`config.mk`:
```
export PLATFORM = sky130hd
export DESIGN_NAME = kv_ttl_store
export DESIGN_NICKNAME = d
export VERILOG_FILES = /design/src/rtl/kv_ttl_store.sv
export SDC_FILE = /design/constraint.sdc
export NUM_CORES = 2
export LEC_CHECK = 0
export ABC_AREA = 1
export CAP_MARGIN = 20
export CORE_MARGIN = 10
export CORE_UTILIZATION = 40
export CTS_BUF_LIST = sky130_fd_sc_hd__clkbuf_4 sky130_fd_sc_hd__clkbuf_8 sky130_fd_sc_hd__clkbuf_16
export DETAILED_ROUTE_END_ITERATION = 6
export PLACE_DENSITY = 0.61
export RECOVER_POWER = 25
export SLEW_MARGIN = 20
export SYNTH_ARGS = -nofsm -noshare
export SYNTH_HDL_FRONTEND = slang
export SYNTH_SLANG_ARGS = --single-unit
export TNS_END_PERCENT = 50
```
`constraint.sdc`:
```
create_clock -name clk -period 3.4 [get_ports clk]
set_clock_uncertainty 0.05 [all_clocks]
set_input_delay 0.34 -clock clk [delete_from_list [all_inputs] [get_ports clk]]
set_output_delay 0.34 -clock clk [all_outputs]
set_load 0.05 [all_outputs]
```
`src/rtl/kv_ttl_store.sv`:
```
// Key/value store with per-entry TTL, IDLE/EXEC/RESP handshake; response valid two cycles after the request is driven.
// req_ready only in IDLE; a response is held stable until rsp_ready, stalling new requests.
module kv_ttl_store #(
   parameter int NUM_ENTRIES   = 16,
   parameter int KEY_WIDTH     = 16,
   parameter int VALUE_WIDTH   = 64,
   parameter int TTL_WIDTH     = 16,
   parameter bit EVICT_ON_FULL = 1'b0
) (
   input  logic                   clk,
   input  logic                   rst_n,
   input  logic                   req_valid,
   output logic                   req_ready,
   input  logic [1:0]             req_op,
   input  logic [KEY_WIDTH-1:0]   req_key,
   input  logic [VALUE_WIDTH-1:0] req_value,
   input  logic [TTL_WIDTH-1:0]   req_ttl,
   input  logic                   tick,
   output logic                   rsp_valid,
   input  logic                   rsp_ready,
   output logic [1:0]             rsp_status,
   output logic [VALUE_WIDTH-1:0] rsp_value,
   output logic [NUM_ENTRIES-1:0] rsp_index,
   output logic [NUM_ENTRIES-1:0] used_entries
);

   localparam int IW = $clog2(NUM_ENTRIES);
   localparam logic [1:0] OP_GET = 2'b00, OP_PUT = 2'b01, OP_DEL = 2'b10;
   localparam logic [1:0] ST_OK = 2'b00, ST_MISS = 2'b01, ST_FULL = 2'b10, ST_BADKEY = 2'b11;
   localparam logic [NUM_ENTRIES-1:0] ONE_HOT0 = NUM_ENTRIES'(1);
   localparam logic [TTL_WIDTH-1:0] TTL_ONE = TTL_WIDTH'(1);

   typedef enum logic [1:0] {IDLE, EXEC, RESP} state_t;

   state_t                 state_q;
   logic [1:0]             op_q;
   logic [KEY_WIDTH-1:0]   key_q;
   logic [VALUE_WIDTH-1:0] val_q;
   logic [TTL_WIDTH-1:0]   ttl_q;
   logic [KEY_WIDTH-1:0]   keys_q [NUM_ENTRIES];
   logic [VALUE_WIDTH-1:0] vals_q [NUM_ENTRIES];
   logic [TTL_WIDTH-1:0]   ttls_q [NUM_ENTRIES];
   logic [NUM_ENTRIES-1:0] used_q;
   logic [IW-1:0]          vptr_q;
   logic [1:0]             rsp_status_q;
   logic [VALUE_WIDTH-1:0] rsp_value_q;
   logic [NUM_ENTRIES-1:0] rsp_index_q;

   logic          hit_any, free_any, put_en, put_evict;
   logic [IW-1:0] hit_idx, free_idx, put_idx, vptr_d;

   // Descending scan leaves the lowest matching / free index.
   always_comb begin
      hit_any  = 1'b0;
      hit_idx  = '0;
      free_any = 1'b0;
      free_idx = '0;
      for (int i = NUM_ENTRIES - 1; i >= 0; i--) begin
         if (used_q[i] && keys_q[i] == key_q) begin
            hit_any = 1'b1;
            hit_idx = IW'(i);
         end
         if (!used_q[i]) begin
            free_any = 1'b1;
            free_idx = IW'(i);
         end
      end
   end

   assign put_evict = !hit_any && !free_any;
   assign put_en    = hit_any || free_any || EVICT_ON_FULL;
   assign put_idx   = hit_any ? hit_idx : (free_any ? free_idx : vptr_q);
   assign vptr_d    = (vptr_q == IW'(NUM_ENTRIES - 1)) ? '0 : vptr_q + 1'b1;

   always_ff @(posedge clk or negedge rst_n) begin
      if (!rst_n) begin
         state_q      <= IDLE;
         op_q         <= '0;
         key_q        <= '0;
         val_q        <= '0;
         ttl_q        <= '0;
         used_q       <= '0;
         vptr_q       <= '0;
         rsp_status_q <= ST_OK;
         rsp_value_q  <= '0;
         rsp_index_q  <= '0;
         for (int i = 0; i < NUM_ENTRIES; i++) begin
            keys_q[i] <= '0;
            vals_q[i] <= '0;
            ttls_q[i] <= '0;
         end
      end else begin
         // Ageing first; EXEC writes below are later assignments and take priority.
         if (tick) begin
            for (int i = 0; i < NUM_ENTRIES; i++) begin
               if (used_q[i]) begin
                  if (ttls_q[i] == TTL_ONE)
                     used_q[i] <= 1'b0;
                  else if (ttls_q[i] > TTL_ONE)
                     ttls_q[i] <= ttls_q[i] - TTL_ONE;
               end
            end
         end
         case (state_q)
            IDLE: begin
               if (req_valid) begin
                  op_q    <= req_op;
                  key_q   <= req_key;
                  val_q   <= req_value;
                  ttl_q   <= req_ttl;
                  state_q <= EXEC;
               end
            end
            EXEC: begin
               state_q      <= RESP;
               rsp_status_q <= ST_OK;
               rsp_value_q  <= '0;
               rsp_index_q  <= '0;
               if (op_q != 2'b11 && key_q == '0) begin
                  rsp_status_q <= ST_BADKEY;
               end else begin
                  case (op_q)
                     OP_GET: begin
                        if (hit_any) begin
                           rsp_value_q <= vals_q[hit_idx];
                           rsp_index_q <= ONE_HOT0 << hit_idx;
                        end else begin
                           rsp_status_q <= ST_MISS;
                        end
                     end
                     OP_PUT: begin
                        if (put_en) begin
                           keys_q[put_idx] <= key_q;
                           vals_q[put_idx] <= val_q;
                           ttls_q[put_idx] <= ttl_q;
                           used_q[put_idx] <= 1'b1;
                           rsp_index_q     <= ONE_HOT0 << put_idx;
                           if (put_evict)
                              vptr_q <= vptr_d;
                        end else begin
                           rsp_status_q <= ST_FULL;
                        end
                     end
                     OP_DEL: begin
                        if (hit_any) begin
                           used_q[hit_idx] <= 1'b0;
                           rsp_index_q     <= ONE_HOT0 << hit_idx;
                        end else begin
                           rsp_status_q <= ST_MISS;
                        end
                     end
                     default: used_q <= '0;
                  endcase
               end
            end
            RESP: begin
               if (rsp_ready)
                  state_q <= IDLE;
            end
            default: state_q <= IDLE;
         endcase
      end
   end

   assign req_ready    = (state_q == IDLE);
   assign rsp_valid    = (state_q == RESP);
   assign rsp_status   = rsp_status_q;
   assign rsp_value    = rsp_value_q;
   assign rsp_index    = rsp_index_q;
   assign used_entries = used_q;

endmodule
```
-- Yosys cells after proc, flatten, opt, wreduce, memory -nomap -nowiden
Index checks and enable logic that the tools add are counted.
- word-level logic and storage cells: 364
- input bits: 103
- flip-flop bits (word level): 1738
- equal/unequal tests: 40
- bitwise gates (word level): 6
- $add $sub $neg: 17
- mux-type cells: 186
- magnitude comparators: 23
- reductions and logical operators: 32
- shifts and indexed selects: 2
- operator list (operator ; number):
    256-bit two-way mux ; 5
    1024-bit bitwise mux ; 1
    16-bit two-way mux ; 57
    256-bit bitwise mux ; 2
    64-bit two-way mux ; 6
    64-bit binary-select mux with 4-bit select ; 1
    64-bit demux with 4-bit select ; 1
    16-bit by 1-bit == test with 1-bit output, second input constant ; 16
    16-bit == test ; 16
    16-bit by 1-bit > comparator with 1-bit output, second input constant ; 16
    16-bit by 1-bit subtractor with 16-bit output, second input constant ; 16
    4-bit two-way mux ; 35
    1-bit two-way mux ; 67
    16-bit demux with 4-bit select ; 1
    16-bit one-hot mux with 3 select lines ; 1
    16-bit one-hot mux with 2 select lines ; 1
    1-bit by 4-bit << shifter with 16-bit output, first input constant ; 2
    1-bit logical AND ; 21
    16-bit AND ; 1
    16-bit zero test ; 1
    16-bit NOT ; 1
    16-bit bitwise OR ; 1
    5-bit greater-or-equal comparator, second input constant ; 2
    4-bit by 5-bit less-than comparator with 1-bit output, second input constant ; 2
    21 further kinds ; 33

-- Depth between registers and ports, before layout
- depth in word-level cells: 29
- depth in mapped cells: 33

-- Worst setup path after synthesis
OpenSTA, ideal clock, no wires.
- path type: reg-to-reg
- start point: reg used_q[13], in the netlist used_entries[13]
- end point: reg vals_q[443] (netlist name)
- stages on the path, launching flop included: 28
- clock period less this slack: 3099 ps
- setup time: 132 ps
- slack: 301 ps
- data arrival time: 2917 ps
- required time: 3218 ps
- buffers on the path: 2
- cell sequence: dfrtp_1 -> inv_1 -> nor2_1 -> nand3_1 -> nor2_1 -> nand3_1 -> nand2_1 -> nand2_1 -> nand2_1 -> nand2_1 -> nand2_1 -> nand2_1 -> nand2_1 -> nand2_1 -> nand2_1 -> nand2_1 -> nand2_1 -> nand2_1 -> nand2_2 -> nand2_4 -> nand2_8 -> inv_4 -> nor2_8 -> nand3_4 -> buf_2 -> buf_2 -> nand2_1 -> o21ai_1
- cells in the longest elaborated chain, start to end: 22
- ends and longest elaborated chain (element ; RTL line ; text):
    from (decl) ; 43 ; logic [NUM_ENTRIES-1:0] used_q;
    from (signal assigned) ; 82 ; used_q <= '0;
    from (signal, indexed assignment) ; 98 ; used_q[i] <= 1'b0;
    from (signal, indexed assignment) ; 136 ; used_q[put_idx] <= 1'b1;
    4-bit two-way mux, or another cell as far along (14 in series) ; 63 ; if (!used_q[i]) begin
    4-bit two-way mux, or another cell as far along ; 72 ; assign put_idx = hit_any ? hit_idx : (free_any ? free_idx : vptr_q);
    4-bit two-way mux ; 72 ;
    4-bit NOT with 5-bit output (not written as such) ; 134 ; vals_q[put_idx] <= val_q;
    5-bit greater-or-equal comparator (not written as such) / 5-bit by 1-bit less-than comparator with 1-bit output (equally long branches) ; 134 ;
    1-bit logical AND (not written as such) ; 134 ;
    64-bit two-way mux (not written as such) ; 134 ;
    64-bit demux with 4-bit select ; 134 ;
    1024-bit bitwise mux ; 134 ;
    to (signal, indexed assignment) ; 134 ;
    to (decl) ; 41 ; logic [VALUE_WIDTH-1:0] vals_q [NUM_ENTRIES];
Parallel ways exist; a longest one is shown, timed or not.
A chain may end at the register's enable or synchronous reset.

-- Worst setup path after layout
- start point: reg key_q[8]
- end point: reg vals_q[33] (netlist name)
- cells in the longest elaborated chain, start to end: 25
- ends and longest elaborated chain (element ; RTL line ; text):
    from (decl) ; 37 ; logic [KEY_WIDTH-1:0] key_q;
    from (signal assigned) ; 108 ; key_q <= req_key;
    16-bit == test ; 59 ; if (used_q[i] && keys_q[i] == key_q) begin
    1-bit logical AND ; 59 ;
    4-bit two-way mux / 1-bit two-way mux (equally long branches) (16 in series) ; 59 ;
    4-bit two-way mux ; 72 ;
    4-bit NOT with 5-bit output (not written as such) ; 134 ;
    5-bit greater-or-equal comparator (not written as such) / 5-bit by 1-bit less-than comparator with 1-bit output (equally long branches) ; 134 ;
    1-bit logical AND (not written as such) ; 134 ;
    64-bit two-way mux (not written as such) ; 134 ;
    64-bit demux with 4-bit select ; 134 ;
    1024-bit bitwise mux ; 134 ;
Parallel ways exist; a longest one is shown, timed or not.

==> results.md <==
* Core area at 0.214 mm^2
* Maximum VDD drop at 506 uV
* Multi-input logic area at 0.0354 mm^2
* Placed cell area at 0.0954 mm^2
* DR vias/cell at 5.54
* Crit. Startpoint: key_q[8]
* Post-DP HPWL at 187,000 um
* WS Path Type: reg2reg
* Floorplan row count at 170
* # fillers at 19,968
* Register Area at 0.0435 mm^2
* Lkg Pwr at 50.8 nW
* Grt total ovfl at 0
* Reg2reg start: key_q[8]
* Worst-Margin Slew at 2.24 ns
* WL final at 327,000 um
* Main synth FF type: dfrtp_1
* First-pass GRT wire length at 474,000 um
* Register area share after synthesis at 50.5%
* Met1 usage in global routing at 35.3%
* Worst setup EP type: flop
* Syn avg cell area at 7.87 um^2
* Most common cell in the synthesized netlist: nand2_1
* Internal Power at 40.4 mW
* Clk slew on worst S/H paths at 0.06 ns
* Final setup vio count at 1,627
* ANT nets after route at 0
* Htree depth at 4
* FF+latch count, synth at 1,738
* Rel. slew slack at -49.5%
* Initial Utilization at 40.1%
* Via count at 79,937
* DRC violations left at 0
* Worst reg2reg path depth at 24
* Post-synth net total at 11,077
* CTS tree: built
* Hold Crit Depth at 3
* Fin crit share at 110%
* Share of the synthesized area in the top cell type at 50.5%
* Max-cap violation count at 1
* # IOs at 203
* Sw power at 20.9 mW
* Initial antenna violation count at 8
* Largest net degree at the start of global routing at 122
* Routability cong. at 0.916
* Power Density at 569 mW/mm^2
* Place WS at -0.471 ns
* Clock Power Share at 35.7%
* Grt met3 use at 4.89%
* Wire per inst at 22.7 um
* Switching share of power at 34.1%
* Hold crit path type: in2reg
* Number of enable flip-flop cells after synthesis at 0
* RSZ-0062 raised after global routing: yes
* Worst hold slack at 0.0344 ns
* Critical Path RT at 4.04 ns
* Post-synthesis async set-or-reset flop share at 100%
* Util after Layout at 50.3%
* Die footprint at 0.234 mm^2
* Synth Instances at 10,942
* Vias in the first global route at 75,607
* CTS sink cnt at 1,738
* Fraction of layout cells with a size suffix above 1 at 12.9%
* GR peak layer: met2
* Period minus WS final at 3.72 ns
* Met2 Resource Use GR at 40.5%
* YS warnings at 0
* Port buffer count at 202
* Num CTS Buffers at 192
* Post-Syn Area at 0.0861 mm^2
* Clock buffer depth at 3
* Worst EP arrival at 4.37 ns
* Area delta synth->final at 25.2%
* Drt first pass iters at 6
* Top post-synthesis cells by area: dfrtp_1, nand2_1, o21ai_1, inv_1, o21ai_0
* Top cells by count, synth: nand2_1, dfrtp_1, inv_1
* Hold Fails Final Rpt at 0
* Max-slew violation count at 15
* Die Wd at 484 um
* Finished Cell Area at 0.108 mm^2
* CP startpoint kind: flop
* Crit Path Max Fanout at 35
* Post-synth cell types at 67
* Clk Tree Root Cell: clkbuf_16
* GRT Overall Usage at 25.8%
* Nets at 11,571
* Iteration-0 DRC Markers at 9,789
* Worst skew pair latency at 0.86 ns
* Failing checks: capacitance limit, slew limit, setup timing
* Outcome: finished with violations
* Die height at 484 um
* HP Start: req_value[27]
* Sequential Power Share at 38.9%
* F_max at 0.269 GHz
* Leading area contributor after synthesis: dfrtp_1
* Worst Slack Setup Final at -0.324 ns
* Gate power share at 25.4%
[layout make-up]
| cell class | count | area share, % |
|---|---|---|
| flip-flops and latches | 1738 | 40.4 |
| clock inverters | 56 | 0.678 |
| well taps | 2838 | 3.30 |
| clock buffers | 295 | 5.50 |
| diodes | 6 | 0.0139 |
| repair buffers | 1085 | 13.1 |
| multi-input cells | 7243 | 32.8 |
| inverters | 1176 | 4.18 |
[worst max-delay path: stages, from the launching register on]
cell and delay, ns:
dfrtp_2 0.45, inv_2 0.09, buf_12 0.13, buf_8 0.13, o22ai_1 0.09, nor4_2 0.32, buf_4 0.18, nand4_1 0.13
buf_4 0.19, buf_4 0.14, nand2_2 0.07, nand2_2 0.05, nand2_2 0.07, nand2_4 0.07, nand2_8 0.08, nand2_8 0.07
nand2_8 0.11, inv_8 0.05, nor2_8 0.15, buf_6 0.15, nand3_4 0.10, buf_12 0.25, buf_12 0.18, nand2_1 0.11
o21ai_1 0.08
[power groups by stage]
stage | sequential, mW | combinational [mW] | clock, mW
2_1_floorplan | 23.7 | 7.67 | 0
3_3_place_gp | 24.0 | 14.1 | 0
3_5_place_dp | 24.1 | 14.3 | 0
4_1_cts | 23.8 | 15.2 | 22.1
5_1_grt | 24.0 | 16.7 | 23.0
6_report | 23.8 | 15.6 | 21.9
[path summary, 6_finish.rpt]
kind                       slack, ns               to
max                            -0.32       vals_q[33]
min                             0.03        val_q[27]
max reg2reg                    -0.32       vals_q[33]
min reg2reg                     0.33        vptr_q[3]
max in group asynchronous       0.02  used_entries[1]
min in group asynchronous       1.55      keys_q[107]
[state kept, by name, indices dropped and copies added, names as in the netlist]
signal        flops
key_q            16
keys_q          256
op_q              2
rsp_index        16
rsp_status        2
rsp_value        64
state_q           2
ttl_q            16
ttls_q          256
used_entries     16
val_q            64
vals_q         1024
vptr_q            4
[cells in the final DEF (no fill, tap or decap), drive strengths merged, types with 21 or more instances in the layout]
master / count
a21oi: 114
buf: 779
clkbuf: 347
clkdlybuf4s50: 201
clkinv: 43
dfrtp: 1738
dlygate4sd3: 44
ha: 32
inv: 1176
nand2: 2749
nand3: 548
nand3b: 66
nand4: 361
nor2: 949
nor3: 80
nor4: 57
o211ai: 21
o21ai: 1848
o22ai: 38
or2: 26
xnor2: 100
xor2: 173
[cell families after synthesis]
group	Yosys count	share of synthesized area, %
and+or+nand+nor	4845	24.1
AOI/OAI and AO/OA	2091	12.6
buffers and inverters	1961	9.55
DFF	1738	50.5
xor gates and xnor gates	273	2.78
adders and majority gates	32	0.465
muxes	2	0.0247
[metrics by stage]
step | TNS (ns) | std cells | power, mW
3_5_place_dp | -521.73 | 13818 | 38.4
5_1_grt | -606.47 | 14431 | 63.7
3_3_place_gp | -472.68 | 13818 | 38.2
6_report | -272.69 | 14437 | 61.3
4_1_cts | -142.77 | 14360 | 61.1
2_1_floorplan | 0 | 10942 | 31.4
[what timing repair did]
item,4_1_cts,5_1_grt
hold buffers,44,0
endpoints found under the setup margin,1632,1632
hold endpoints to repair,936,0
resized for setup,332,153
pin swaps,52,16
setup buffers,98,26
gates cloned,52,46
[metal layers]
layer / vias to the layer above / routed length, um
met5: - / 40
met4: 6 / 15100
met3: 726 / 31800
met2: 3915 / 146000
met1: 39036 / 135000
li1: 36254 / -
(Power assumes the default switching activity.)
